### config.mk
export PLATFORM = sky130hd
export DESIGN_NAME = spi_ram_master_flat
export DESIGN_NICKNAME = d
export VERILOG_FILES = /design/src/rtl/spi_ram_master_if.sv /design/src/rtl/spi_ram_master.sv /design/src/flat_wrapper.sv
export SDC_FILE = /design/constraint.sdc
export NUM_CORES = 1
export LEC_CHECK = 0
export CORE_UTILIZATION = 30
export DETAILED_ROUTE_END_ITERATION = 7
export PLACE_DENSITY = 0.56
export SKIP_CTS_REPAIR_TIMING = 1
export SYNTH_ARGS = -nofsm -noshare
export SYNTH_HDL_FRONTEND = slang
export SYNTH_SLANG_ARGS = --single-unit
### constraint.sdc
create_clock -name clk -period 3.08 [get_ports clk]
set_input_delay 0.616 -clock clk [delete_from_list [all_inputs] [get_ports clk]]
set_output_delay 0.616 -clock clk [all_outputs]
set_load 0.02 [all_outputs]
### src/rtl/spi_ram_master_if.sv
// Host/SPI signal bundle for spi_ram_master: request/response side plus the serial pins.
interface spi_ram_master_if;
    logic       start;
    logic [1:0] cmd;
    logic [7:0] wdata;
    logic       busy;
    logic       done;
    logic [7:0] rdata;
    logic       rdata_valid;
    logic       err;
    logic       SS_n;
    logic       MOSI;
    logic       MISO;

    modport master (
        input  start, cmd, wdata, MISO,
        output busy, done, rdata, rdata_valid, err, SS_n, MOSI
    );

    modport slave (
        output start, cmd, wdata, MISO,
        input  busy, done, rdata, rdata_valid, err, SS_n, MOSI
    );
endinterface

### src/rtl/spi_ram_master.sv
// Single-clock SPI initiator for the SPI/RAM slave: one host request becomes one framed transfer.
// Optional SPI_RAM_MASTER_ERR_EN rejects rd-data (11) without a preceding rd-addr (10), sticky err.
//
// state   | meaning
// IDLE    | waiting for start, SS_n high
// SEL     | SS_n low, MOSI = cmd[1] for the slave's command check
// SHIFT   | 10 bits {cmd,wdata} out on MOSI, MSB first
// TURN    | read-data only: TURNAROUND idle cycles before sampling
// RECV    | read-data only: 8 MISO samples, MSB first
// GAP     | SS_n high for IDLE_GAP cycles; first cycle carries done
module spi_ram_master #(
    parameter int TURNAROUND = 2,
    parameter int IDLE_GAP   = 1
) (
    input  logic              clk,
    input  logic              rst_n,
    spi_ram_master_if.master  bus
);
    typedef enum logic [2:0] {S_IDLE, S_SEL, S_SHIFT, S_TURN, S_RECV, S_GAP} state_t;

    localparam logic [15:0] SHIFT_LOAD = 16'd9;
    localparam logic [15:0] RECV_LOAD  = 16'd7;
    localparam logic [15:0] TURN_LOAD  = 16'(TURNAROUND - 1);
    localparam logic [15:0] GAP_LOAD   = 16'(IDLE_GAP - 1);

    state_t      state_q, state_d;
    logic [9:0]  sr_q, sr_d;
    logic [1:0]  cmd_q, cmd_d;
    logic [15:0] cnt_q, cnt_d;
    logic [6:0]  rsh_q, rsh_d;
    logic [7:0]  rdata_q, rdata_d;
    logic        done_q, done_d;
    logic        rv_q, rv_d;
`ifdef SPI_RAM_MASTER_ERR_EN
    logic        err_q, err_d;
    logic        rd_pend_q, rd_pend_d;
`endif

    always_comb begin
        state_d = state_q;
        sr_d    = sr_q;
        cmd_d   = cmd_q;
        cnt_d   = cnt_q;
        rsh_d   = rsh_q;
        rdata_d = rdata_q;
        done_d  = 1'b0;
        rv_d    = 1'b0;
`ifdef SPI_RAM_MASTER_ERR_EN
        err_d     = err_q;
        rd_pend_d = rd_pend_q;
`endif
        case (state_q)
            S_IDLE: begin
                if (bus.start) begin
                    sr_d    = {bus.cmd, bus.wdata};
                    cmd_d   = bus.cmd;
                    state_d = S_SEL;
`ifdef SPI_RAM_MASTER_ERR_EN
                    if (bus.cmd == 2'b10) begin
                        rd_pend_d = 1'b1;
                    end else if (bus.cmd == 2'b11) begin
                        if (rd_pend_q) begin
                            rd_pend_d = 1'b0;
                        end else begin
                            // Rejected read: skip the frame, report through done/err only
                            state_d = S_GAP;
                            done_d  = 1'b1;
                            err_d   = 1'b1;
                            cnt_d   = GAP_LOAD;
                        end
                    end
`endif
                end
            end
            S_SEL: begin
                state_d = S_SHIFT;
                cnt_d   = SHIFT_LOAD;
            end
            S_SHIFT: begin
                sr_d = {sr_q[8:0], 1'b0};
                if (cnt_q == '0) begin
                    if (cmd_q == 2'b11) begin
                        state_d = S_TURN;
                        cnt_d   = TURN_LOAD;
                    end else begin
                        state_d = S_GAP;
                        done_d  = 1'b1;
                        cnt_d   = GAP_LOAD;
                    end
                end else begin
                    cnt_d = cnt_q - 16'd1;
                end
            end
            S_TURN: begin
                if (cnt_q == '0) begin
                    state_d = S_RECV;
                    cnt_d   = RECV_LOAD;
                end else begin
                    cnt_d = cnt_q - 16'd1;
                end
            end
            S_RECV: begin
                rsh_d = {rsh_q[5:0], bus.MISO};
                if (cnt_q == '0) begin
                    state_d = S_GAP;
                    rdata_d = {rsh_q, bus.MISO};
                    done_d  = 1'b1;
                    rv_d    = 1'b1;
                    cnt_d   = GAP_LOAD;
                end else begin
                    cnt_d = cnt_q - 16'd1;
                end
            end
            S_GAP: begin
                if (cnt_q == '0) begin
                    state_d = S_IDLE;
                end else begin
                    cnt_d = cnt_q - 16'd1;
                end
            end
            default: state_d = S_IDLE;
        endcase
    end

    always_ff @(posedge clk or negedge rst_n) begin
        if (!rst_n) begin
            state_q   <= S_IDLE;
            sr_q      <= '0;
            cmd_q     <= '0;
            cnt_q     <= '0;
            rsh_q     <= '0;
            rdata_q   <= '0;
            done_q    <= 1'b0;
            rv_q      <= 1'b0;
`ifdef SPI_RAM_MASTER_ERR_EN
            err_q     <= 1'b0;
            rd_pend_q <= 1'b0;
`endif
        end else begin
            state_q   <= state_d;
            sr_q      <= sr_d;
            cmd_q     <= cmd_d;
            cnt_q     <= cnt_d;
            rsh_q     <= rsh_d;
            rdata_q   <= rdata_d;
            done_q    <= done_d;
            rv_q      <= rv_d;
`ifdef SPI_RAM_MASTER_ERR_EN
            err_q     <= err_d;
            rd_pend_q <= rd_pend_d;
`endif
        end
    end

    assign bus.SS_n        = ~(state_q inside {S_SEL, S_SHIFT, S_TURN, S_RECV});
    assign bus.MOSI        = (state_q == S_SEL)   ? cmd_q[1] :
                             (state_q == S_SHIFT) ? sr_q[9]  : 1'b0;
    assign bus.busy        = (state_q != S_IDLE);
    assign bus.done        = done_q;
    assign bus.rdata       = rdata_q;
    assign bus.rdata_valid = rv_q;
`ifdef SPI_RAM_MASTER_ERR_EN
    assign bus.err         = err_q;
`else
    assign bus.err         = 1'b0;
`endif
endmodule

### src/flat_wrapper.sv
// flat-port wrapper written by rule: the top's interface ports become plain ports
module spi_ram_master_flat 
#(
    parameter int TURNAROUND = 2,
    parameter int IDLE_GAP   = 1
)
  (clk, rst_n, bus_start, bus_cmd, bus_wdata, bus_MISO, bus_busy, bus_done, bus_rdata, bus_rdata_valid, bus_err, bus_SS_n, bus_MOSI);
  spi_ram_master_if bus_i ();
  input  logic clk;
  input  logic rst_n;
  input wire logic [$bits(bus_i.start)-1:0] bus_start;
  input wire logic [$bits(bus_i.cmd)-1:0] bus_cmd;
  input wire logic [$bits(bus_i.wdata)-1:0] bus_wdata;
  input wire logic [$bits(bus_i.MISO)-1:0] bus_MISO;
  output wire logic [$bits(bus_i.busy)-1:0] bus_busy;
  output wire logic [$bits(bus_i.done)-1:0] bus_done;
  output wire logic [$bits(bus_i.rdata)-1:0] bus_rdata;
  output wire logic [$bits(bus_i.rdata_valid)-1:0] bus_rdata_valid;
  output wire logic [$bits(bus_i.err)-1:0] bus_err;
  output wire logic [$bits(bus_i.SS_n)-1:0] bus_SS_n;
  output wire logic [$bits(bus_i.MOSI)-1:0] bus_MOSI;
  assign bus_i.start = bus_start;
  assign bus_i.cmd = bus_cmd;
  assign bus_i.wdata = bus_wdata;
  assign bus_i.MISO = bus_MISO;
  assign bus_busy = bus_i.busy;
  assign bus_done = bus_i.done;
  assign bus_rdata = bus_i.rdata;
  assign bus_rdata_valid = bus_i.rdata_valid;
  assign bus_err = bus_i.err;
  assign bus_SS_n = bus_i.SS_n;
  assign bus_MOSI = bus_i.MOSI;
  spi_ram_master #(.TURNAROUND(TURNAROUND), .IDLE_GAP(IDLE_GAP)) u_core (.clk(clk), .rst_n(rst_n), .bus(bus_i));
endmodule
==> impl_results.md <==
- Syn nets: 260
- Nets@finish: 284
- Die Footprint: 0.00866 mm²
- Least-Margin Pin Slew: 0.714 ns
- R2R depth: 6
- FF-to-FF Start: u_core.cnt_q[0]
- CTS Root Cell: clkbuf_8
- Busiest grt layer: met2
- Largest net degree at the start of global routing: 29
- Crit. End Element: flop
- Worst r2r dst: u_core.bus.rdata[6]
- Input/output buffers: 26
- Synth area leaders: dfrtp_1 48%, mux2_2 5.9%, o21ai_0 3.8%
- CP Cell Sequence: inv_1 -> ha_1 -> nor4b_2 -> and4_1 -> nand2_1 -> mux2_1
- Slowest Stage Delay on Critical Path: 0.46 ns
- Clk buf depth: 2
- Slew headroom: 52.0%
- Area share of the largest cell type after synthesis: 48.3%
- Final Hold Viols: 0
- Core Footprint: 0.00789 mm²
- Maximum clock rate: 398 MHz
- Clock tree sinks: 48
- Met3 usage: 3.17%
- Final min period: 2.51 ns
- GRT overflow: 0
- Status: completed
- Synthesized instance count: 245
- DIE HEIGHT: 93.0 µm
- Asr flop ratio synth: 100%
- Crit. Startpoint: u_core.cnt_q[0]
- Met2 usage: 21.0%
- Multi-input logic area: 0.00120 mm²
- Initial antenna violation count: 0
- TritonCTS clock tree: done
- Mean Syn Cell Area: 10.1 µm²
- Final Max Tran Viols: 0
- #FFs+latches synth: 48
- Fillers: 801
- LEAKAGE: 1.33 nW
- Worst VDD drop: 293 µV
- H-tree depth: 2
- Yosys cell types: 55
- Drt pass-1 iters: 4
- First-pass GRT wire length: 9400 µm
- Initial Util: 31.5%
- TritonCTS Buffers: 5
- Post-route clock period utilization: 81.6%
- Most frequent cell after synthesis: dfrtp_1
- Detail Route Antenna Nets: 0
- Vias/cell: 5.31
- # rows: 32
- Clk_lat worst skew: 0.31 ns
- Worst Hold Class: primary input to async pin
- RSZ-0062 raised after global routing: false
- Die X-Extent: 93.0 µm
- Area delta synth->final: 19.7%
- CP top delay family: simple AND/OR/NAND/NOR gates
- Top cell type by total area after synthesis: dfrtp_1
- Final HPWL from detailed placement: 3810 µm
- Crit Path Category: flop to flop
- Layout cells sized above 1: 13.7%
- Via count: 1974
- Number of global-route vias before repair: 1869
- Final setup violation count: 0
- Top cells by count, synth: 48 x dfrtp_1, 20 x nor2_1, 19 x nand2_1, 19 x o21ai_0, 13 x mux2_2
- IO Pins: 28
- Worst Path Buf+Inv: 1
- Clock transition at path regs: 0.10 ns
- GR Util All Layers: 13.9%
- Max-Cap Viols: 0
- # DRC: 0
- Worst EP required: 3.28 ns
- PD cells: 863 mW/mm²
- Wire per inst: 14.8 µm
- Number of flops mapped to enable cells by yosys: 0
- WL final: 5520 µm
- Stages on worst setup path: 6
- CP endpoint: u_core.bus.rdata[6]
- Slowest stage cell, crit path: and4_1
- Design area: 0.00298 mm²
- Setup TNS: 0 ns
- Ant diodes: 0
- Most common flop cell mapped by yosys: dfrtp_1
- Worst Path Arrival: 2.71 ns
- Mapped Area: 0.00249 mm²
- Placed cell areas: 0.00285 mm²
- CP max FO: 9
- FF-to-FF setup slack: 0.57 ns
- M1 GR Usage: 19.6%
- Register Area: 0.00120 mm²
- Final estimated routing congestion in global placement: 0.814
- Part of the Yosys area used for sequential elements: 48.3%
- Final clock skew: 0.0116 ns
- CP Launch Type: flop
- Synth warn: 0
- Drt initial violations: 137
[cell families (layout without fill, tap and decap cells)]
kind of cell    Yosys count  count (layout)  share of synthesized area, %
xor+xnor                  8               8                          2.82
fa+ha+maj                 3               3                          1.31
flops                    48              48                          48.3
compound gates           54              54                          15.0
other cells               1               1                         0.151
mux                      23              23                          10.0
buf+inv                  22              47                          3.62
simple gates             86              86                          18.7
[layer usage]
metal  part of all wire (%)  vias up
li1                       -      939
met1                     48      990
met2                     48       41
met3                    3.6        4
met4                   0.91        0
met5                      0        -
[cell type report]
| class | instances | area share (%) |
|---|---|---|
| tap | 102 | 4.29 |
| clock buffer | 5 | 2.31 |
| timing repair buffer | 33 | 10.3 |
| multi-input combinational | 175 | 40.4 |
| sequential | 48 | 40.4 |
| clock inverter | 3 | 1.60 |
| inverter | 6 | 0.757 |
[registers in the layout, indices dropped and copies added (netlist names)]
register and cells:
u_core.rsh_q 7, u_core.bus.rdata 8, u_core.cmd_q 2, u_core.bus.rdata_valid 1, u_core.state_q 3, u_core.cnt_q 16
u_core.bus.done 1, u_core.sr_q 10
[worst min-delay path by stage]
stage                        end           start
2_1_floorplan    u_core.bus.done           rst_n
3_3_place_gp      u_core.sr_q[7]  u_core.sr_q[6]
3_5_place_dp      u_core.sr_q[6]  u_core.sr_q[5]
4_1_cts        u_core.state_q[0]           rst_n
5_1_grt           u_core.sr_q[9]           rst_n
6_report         u_core.cnt_q[5]           rst_n
[per-stage QoR]
stage / total power [mW] / instances / hold slack [ns] / worst slack (ns) / utilization [%]
after global routing: 2.77 / 372 / 0.389 / 0.345 / 37.7
final: 2.57 / 372 / 0.322 / 0.568 / 37.7
after floorplan: 1.77 / 245 / 0.320 / 0.783 / -
after global placement: 2.09 / 364 / 0.462 / 0.415 / 36.2
after detailed placement: 2.09 / 364 / 0.467 / 0.359 / 36.2
after CTS: 2.58 / 372 / 0.347 / 0.335 / 37.7
[cell usage in the layout, fill, tap and decap left out, types with 4 or more instances in the layout]
cell | netlist | routed
dfrtp_1 | 48 | 48
clkdlybuf4s50_1 | 0 | 25
nor2_1 | 20 | 20
o21ai_0 | 19 | 19
nand2_1 | 19 | 19
mux2_2 | 13 | 13
a21oi_1 | 9 | 9
mux2i_1 | 8 | 8
nor3_1 | 7 | 7
buf_4 | 1 | 7
inv_1 | 6 | 6
clkbuf_8 | 0 | 5
xor2_1 | 4 | 4
and3_1 | 4 | 4
xnor2_1 | 4 | 4
[power breakdown]
group	leakage (nW)	switching (mW)	internal, mW	total, mW
Sequential	0.638	0.219	0.796	1.01
Combinational	0.631	0.606	0.469	1.07
Clock	0.0583	0.236	0.245	0.481
(Power assumes the default switching activity.)
